File: src/rtl/cnn_layer_accel_slave_regs.sv
// rtl/cnn_layer_accel_slave_regs.sv - SAP slave register file with doorbell command FIFO
//
// Terminates SAP slave bursts into C_NUM_SLAVE_REGS 128-bit registers. The
// highest register index is a doorbell. Writes to it are queued as command
// packets in a C_FIFO_DEPTH-entry FIFO. Reads of it return the FIFO status.
//
// Ports:
//   clk, rst                      single clock; asynchronous active-low reset
//   slave_burst_length/_rnw/_address/_address_valid -> slave_address_ack
//                                 address phase, acknowledged only in IDLE
//   slave_wrreq/_be/_datain -> slave_wrack
//                                 write beats, byte-enabled
//   slave_rdreq -> slave_rdack, slave_dataout
//                                 zero-wait-state read beats
//   cfg_regs                      flat register contents (doorbell slot is 0)
//   ctrl_output_valid/_accept/_data
//                                 command packet stream, data is the FIFO head
//
// C_NUM_SLAVE_REGS >= 2 and C_FIFO_DEPTH >= 2 must both be powers of two.
// C_PACKET_WIDTH must be 128.
module cnn_layer_accel_slave_regs #(
   parameter int C_NUM_SLAVE_REGS = 8,
   parameter int C_PACKET_WIDTH   = 128,
   parameter int C_FIFO_DEPTH     = 4
) (
   input  logic                            clk,
   input  logic                            rst,
   input  logic [12:0]                     slave_burst_length,
   input  logic                            slave_burst_rnw,
   input  logic [63:0]                     slave_address,
   input  logic                            slave_address_valid,
   output logic                            slave_address_ack,
   input  logic [3:0]                      slave_wrreq,
   output logic                            slave_wrack,
   input  logic [15:0]                     slave_be,
   input  logic [127:0]                    slave_datain,
   input  logic [3:0]                      slave_rdreq,
   output logic                            slave_rdack,
   output logic [127:0]                    slave_dataout,
   output logic [C_NUM_SLAVE_REGS*128-1:0] cfg_regs,
   output logic                            ctrl_output_valid,
   input  logic                            ctrl_output_accept,
   output logic [C_PACKET_WIDTH-1:0]       ctrl_output_data
);

   localparam int IDX_W = $clog2(C_NUM_SLAVE_REGS);
   localparam int PTR_W = $clog2(C_FIFO_DEPTH);
   localparam int CNT_W = $clog2(C_FIFO_DEPTH) + 1;
   localparam logic [IDX_W-1:0] DB_IDX = IDX_W'(C_NUM_SLAVE_REGS - 1);

   typedef enum logic [1:0] {
      S_IDLE,
      S_WR,
      S_RD
   } state_t;

   state_t              state_q;
   state_t              state_d;
   logic [IDX_W-1:0]    idx_q;
   logic                oor_q;
   logic [12:0]         beats_q;

   logic                addr_oor;
   logic                cur_is_db;
   logic                last_beat;
   logic                beat_ack;
   logic [127:0]        be_mask;
   logic [127:0]        status_word;

   logic [127:0]        regs_q [C_NUM_SLAVE_REGS];
   logic                reg_we;

   logic [C_PACKET_WIDTH-1:0] fifo_mem [C_FIFO_DEPTH];
   logic [PTR_W-1:0]    wr_ptr;
   logic [PTR_W-1:0]    rd_ptr;
   logic [CNT_W-1:0]    fifo_cnt;
   logic                fifo_full;
   logic                fifo_empty;
   logic                fifo_push;
   logic                fifo_pop;
   logic [C_PACKET_WIDTH-1:0] push_data;

   // Only bit 0 of the request vectors is meaningful, and the in-beat byte offset is ignored.
   logic                unused_inputs;
   assign unused_inputs = ^{slave_address[3:0], slave_wrreq[3:1], slave_rdreq[3:1]};

   // Any address bit above the index field makes the whole burst out of range.
   assign addr_oor  = |slave_address[63:4+IDX_W];
   // Out-of-range beats never count as doorbell beats, so they never stall on a full FIFO.
   assign cur_is_db = (idx_q == DB_IDX) && !oor_q;
   assign last_beat = (beats_q == 13'd1);
   assign beat_ack  = slave_wrack | slave_rdack;

   assign fifo_full  = (fifo_cnt == CNT_W'(C_FIFO_DEPTH));
   assign fifo_empty = (fifo_cnt == '0);

   // ---------------- FSM ----------------
   always_ff @(posedge clk or negedge rst) begin
      if (!rst) begin
         state_q <= S_IDLE;
      end else begin
         state_q <= state_d;
      end
   end

   always_comb begin
      state_d           = state_q;
      slave_address_ack = 1'b0;
      slave_wrack       = 1'b0;
      slave_rdack       = 1'b0;
      case (state_q)
         S_IDLE: begin
            if (slave_address_valid) begin
               slave_address_ack = 1'b1;
               state_d           = slave_burst_rnw ? S_RD : S_WR;
            end
         end
         S_WR: begin
            slave_wrack = slave_wrreq[0] && !(cur_is_db && fifo_full);
            if (slave_wrack && last_beat) begin
               state_d = S_IDLE;
            end
         end
         S_RD: begin
            slave_rdack = slave_rdreq[0];
            if (slave_rdack && last_beat) begin
               state_d = S_IDLE;
            end
         end
         default: state_d = S_IDLE;
      endcase
   end

   // ---------------- burst tracking ----------------
   always_ff @(posedge clk or negedge rst) begin
      if (!rst) begin
         idx_q   <= '0;
         oor_q   <= 1'b0;
         beats_q <= '0;
      end else if (slave_address_ack) begin
         idx_q   <= slave_address[4 +: IDX_W];
         oor_q   <= addr_oor;
         beats_q <= (slave_burst_length == 13'd0) ? 13'd1 : slave_burst_length;
      end else if (beat_ack) begin
         // Natural IDX_W-bit overflow gives the modulo-register-count wrap.
         idx_q   <= idx_q + 1'b1;
         beats_q <= beats_q - 1'b1;
      end
   end

   // ---------------- register file ----------------
   always_comb begin
      be_mask = '0;
      for (int b = 0; b < 16; b++) begin
         be_mask[8*b +: 8] = {8{slave_be[b]}};
      end
   end

   assign reg_we = slave_wrack && !oor_q && !cur_is_db;

   // The doorbell slot is never written here, so it stays 0 on cfg_regs.
   always_ff @(posedge clk or negedge rst) begin
      if (!rst) begin
         for (int i = 0; i < C_NUM_SLAVE_REGS; i++) begin
            regs_q[i] <= '0;
         end
      end else if (reg_we) begin
         for (int b = 0; b < 16; b++) begin
            if (slave_be[b]) begin
               regs_q[idx_q][8*b +: 8] <= slave_datain[8*b +: 8];
            end
         end
      end
   end

   for (genvar g = 0; g < C_NUM_SLAVE_REGS; g++) begin : g_cfg
      assign cfg_regs[g*128 +: 128] = regs_q[g];
   end

   // ---------------- readback ----------------
   always_comb begin
      status_word      = '0;
      status_word[7:0] = 8'(fifo_cnt);
      status_word[8]   = fifo_full;
      status_word[9]   = fifo_empty;
   end

   always_comb begin
      slave_dataout = '0;
      if (slave_rdack && !oor_q) begin
         slave_dataout = cur_is_db ? status_word : regs_q[idx_q];
      end
   end

   // ---------------- doorbell FIFO ----------------
   assign push_data = slave_datain & be_mask;
   assign fifo_push = slave_wrack && cur_is_db;
   assign fifo_pop  = ctrl_output_valid && ctrl_output_accept;

   always_ff @(posedge clk or negedge rst) begin
      if (!rst) begin
         for (int i = 0; i < C_FIFO_DEPTH; i++) begin
            fifo_mem[i] <= '0;
         end
         wr_ptr   <= '0;
         rd_ptr   <= '0;
         fifo_cnt <= '0;
      end else begin
         if (fifo_push) begin
            fifo_mem[wr_ptr] <= push_data;
            wr_ptr           <= wr_ptr + 1'b1;
         end
         if (fifo_pop) begin
            rd_ptr <= rd_ptr + 1'b1;
         end
         case ({fifo_push, fifo_pop})
            2'b10:   fifo_cnt <= fifo_cnt + 1'b1;
            2'b01:   fifo_cnt <= fifo_cnt - 1'b1;
            default: fifo_cnt <= fifo_cnt;
         endcase
      end
   end

   assign ctrl_output_valid = !fifo_empty;
   // Gated so a drained FIFO presents zero rather than a stale packet.
   assign ctrl_output_data  = fifo_empty ? '0 : fifo_mem[rd_ptr];

endmodule

File: config.mk
export PLATFORM = sky130hd
export DESIGN_NAME = cnn_layer_accel_slave_regs
export DESIGN_NICKNAME = d
export VERILOG_FILES = /design/src/rtl/cnn_layer_accel_slave_regs.sv
export SDC_FILE = /design/constraint.sdc
export NUM_CORES = 2
export LEC_CHECK = 0
export BUFFER_PORTS_ARGS = -buffer_cell sky130_fd_sc_hd__buf_2
export CAP_MARGIN = 20
export CORE_AREA = 4 4 590 592
export CTS_CLUSTER_SIZE = 25
export DETAILED_ROUTE_END_ITERATION = 6
export DIE_AREA = 0 0 594 596
export HOLD_SLACK_MARGIN = 0.08
export PLACE_DENSITY = 0.36
export REMOVE_ABC_BUFFERS = 1
export SYNTH_ARGS = -nofsm -noshare
export SYNTH_HDL_FRONTEND = slang
export SYNTH_SLANG_ARGS = --single-unit
export TNS_END_PERCENT = 1
File: constraint.sdc
create_clock -name clk -period 2.9 [get_ports clk]
set_clock_uncertainty 0.2 [all_clocks]
set_input_delay 0.58 -clock clk [delete_from_list [all_inputs] [get_ports clk]]
set_output_delay 0.58 -clock clk [all_outputs]
set_load 0.005 [all_outputs]
==> impl_metrics.ini <==
[run_status]
status = finished, violations left
violations = setup timing

[logic_synthesis]
synth_edf_count = 0
synthesis.area_sq_mm = 0.0689
synthArstFlopShare = 1.00
yosys.area.top_type_share = 0.567
ys_ff_latch = 1562
synth_top_cell_by_area = dfrtp_1
synthTopCellsByCount = dfrtp_1 (1,562), mux2_2 (962), nand2_1 (672)
synth_area_per_cell_sq_um = 13.0
synth_ff_type = dfrtp_1
yosysMostFrequentCell = dfrtp_1
synth.area.top_cells = dfrtp_1 (57%), mux2_2 (16%), mux4_2 (4.2%)
syn_inst = 5295
ys_seq_area_frac = 0.567
ys_types = 60
synth_warnings = 0

[detailed_routing]
drc = 0
wl_per_cell_microns = 32.1
dr.pass1.iters = 7
ant_nets = 0
drt_iter0_markers = 4055
viasPerCell = 4.62
num_vias = 56524
finalWirelength_mm = 393

[sta]
worst_pin_slew_ns = 0.863
rsz0062_at_grt = true
tns_ns = -235.07
setup_violations = 983
fmax_ghz = 0.255
setup_slack_ns = -1.02
final-hold-violation-count = 0
period_minus_slack_ns = 3.92
finalCritPeriodShare = 1.35
report.final.slew_viol_count = 0
slew_headroom = 0.425

[final_layout]
multi_input_area_sq_mm = 0.0301
nFillCells = 35412
areaGrowthSynthToFinish_pct = 44.3
layout.nets = 7717
drive_above_1_share = 0.505
register_area_sq_mm = 0.0391

[hold_path]
holdCritPathClass = in2reg
worstHoldEndpoint = state_q[0]
hold-path-cell-count = 5
worstHoldStart = slave_wrreq[0]

[placed_design]
portBuffers = 1507
place_ws_ns = -0.931
gp_congestion = 0.951
hpwl_mm = 303

[global_routing]
overflow = 0
antenna_found_initial = 56
grtUsageMet1 = 0.265
grt_pass1_wl_mm = 530
grt_max_degree = 105
use_met2 = 0.345
use_met3 = 0.0584
busiest_layer = met2
grt_use_total = 0.213
grt_pass1_vias = 58681

[cts]
clock_latency_ns = 0.88
clk_transition_reported_paths_ns = 0.06
clock_path_buffers = 4
clkSinkCount = 1562
ctsRootBufferMaster = clkbuf_16
cts-buffers-inserted = 197
cts_tree = yes
htree_levels = 4

[critical_path]
required_ns = 2.12
rrSetupSlack_ns = -0.19
critPathArrivalTime_ns = 3.14
start_kind = flop
path_class = reg2out
r2r_end = cfg_regs[272]
cp-end-kind = output pin
crit_fanout = 11
timing.rr.start = idx_q[1]
ff2ff_path_depth = 12

[power_and_ir_drop]
ir_drop_v = 0.000438
power_density_mw_per_mm2 = 655
leakage_nw = 49.6

[die]
row_count = 215
initial_utilization = 0.201
ioPinCount = 1518
die_w_microns = 594
die_h_microns = 596
core_region_area_sq_mm = 0.342
dieArea_sq_mm = 0.354

[flow_run]
max_cap_violations = 0
==> state kept, by name, indices dropped and copies added, names as in the netlist <==
name / cells
cfg_regs: 1024
fifo_mem: 512
beats_q: 13
fifo_cnt: 3
idx_q: 3
rd_ptr: 2
state_q: 2
wr_ptr: 2
oor_q: 1
==> critical path, cell delays in order (launching register included) <==
cell and delay [ns]:
dfrtp_1 0.40, buf_6 0.14, nor3b_4 0.14, buf_6 0.13
buf_16 0.16, buf_12 0.15, buf_16 0.16, a22o_1 0.20
a221oi_2 0.25, a31oi_2 0.16, buf_4 0.18, buf_6 0.13
==> how the worst max path moves through the flow <==
stage	startpoint	slack [ns]	endpoint
global route	idx_q[0]	-1.16	slave_dataout[70]
floorplan	idx_q[0]	-8.99	cfg_regs[128]
CTS	idx_q[1]	-1.18	slave_dataout[56]
detailed placement	slave_rdreq[0]	-0.93	slave_dataout[59]
finish	idx_q[2]	-1.02	slave_dataout[65]
global placement	slave_rdreq[0]	-1.09	slave_dataout[101]
==> layout make-up <==
class                           count  share of cell area
Inverter                           11            0.000415
Sequential cell                  1562               0.393
Clock inverter                     66             0.00831
Tap cell                         4557              0.0573
Multi-Input combinational cell   3403               0.303
Antenna cell                       54             0.00136
Timing Repair Buffer             2298               0.179
Clock buffer                      284              0.0574
==> cell usage in the layout (no fill, tap or decap), drive strengths merged, types with 3 or more instances in the layout <==
cell / count
a211oi: 5
a21oi: 12
a221oi: 125
a22o: 123
a22oi: 254
a311oi: 3
a31oi: 125
and2: 130
and3: 3
buf: 2104
bufinv: 12
clkbuf: 290
clkinv: 38
clkinvlp: 6
dfrtp: 1562
diode: 54
dlygate4sd3: 187
ha: 9
inv: 21
mux2: 1024
mux2i: 4
mux4: 129
nand2: 691
nand3: 8
nand3b: 5
nand4: 4
nor2: 145
nor3: 11
nor4: 20
o211ai: 5
o21ai: 528
or3: 4
xnor2: 4
xor2: 8
==> cell families (layout without fill, tap and decap cells) <==
| kind of cell | Yosys count | in the layout | share of synthesized area |
|---|---|---|---|
| xor+xnor | 12 | 12 | 0.00153 |
| compound gates | 1191 | 1191 | 0.113 |
| mux | 1157 | 1157 | 0.210 |
| flops | 1562 | 1562 | 0.567 |
| simple gates | 1033 | 1033 | 0.0861 |
| other cells | 0 | 54 | 0 |
| buf+inv | 330 | 2659 | 0.0198 |
| fa+ha+maj | 10 | 10 | 0.00193 |
==> layer usage <==
layer	vias to the layer above	share of wire	wire (microns)
li1	24025	-	-
met1	29569	0.41	159000
met2	2365	0.46	181000
met3	537	0.080	31300
met4	28	0.054	21200
met5	-	0.00047	184
==> report_power, final <==
group          switching [mW]  internal, mW
Combinational            9.80          6.61
Clock                    10.5          14.8
Sequential              0.884          22.5
Total                    21.2          43.9
==> timing repair <==
action | in CTS | in global routing
gates cloned | 9 | 6
resized for setup | 312 | 156
setup buffers | 47 | 24
hold endpoints to repair | 2555 | 0
pin swaps | 132 | 75
endpoints found under the setup margin | 1191 | 1388
hold buffers | 188 | 0
==> metrics by stage <==
stage          total power, mW  area, sq um  cells  hold slack (ns)  utilization
6_report                  65.1        99400  12235            0.183        0.290
3_5_place_dp              37.6        87500  11563            0.265        0.256
4_1_cts                   65.5        98200  12153           0.0817        0.287
2_1_floorplan             27.3        67600   4976           0.0844            -
3_3_place_gp              37.5        87500  11562            0.256        0.255
5_1_grt                   67.6        99300  12192            0.140        0.290
Note: power is estimated with default switching activity, not from simulation.
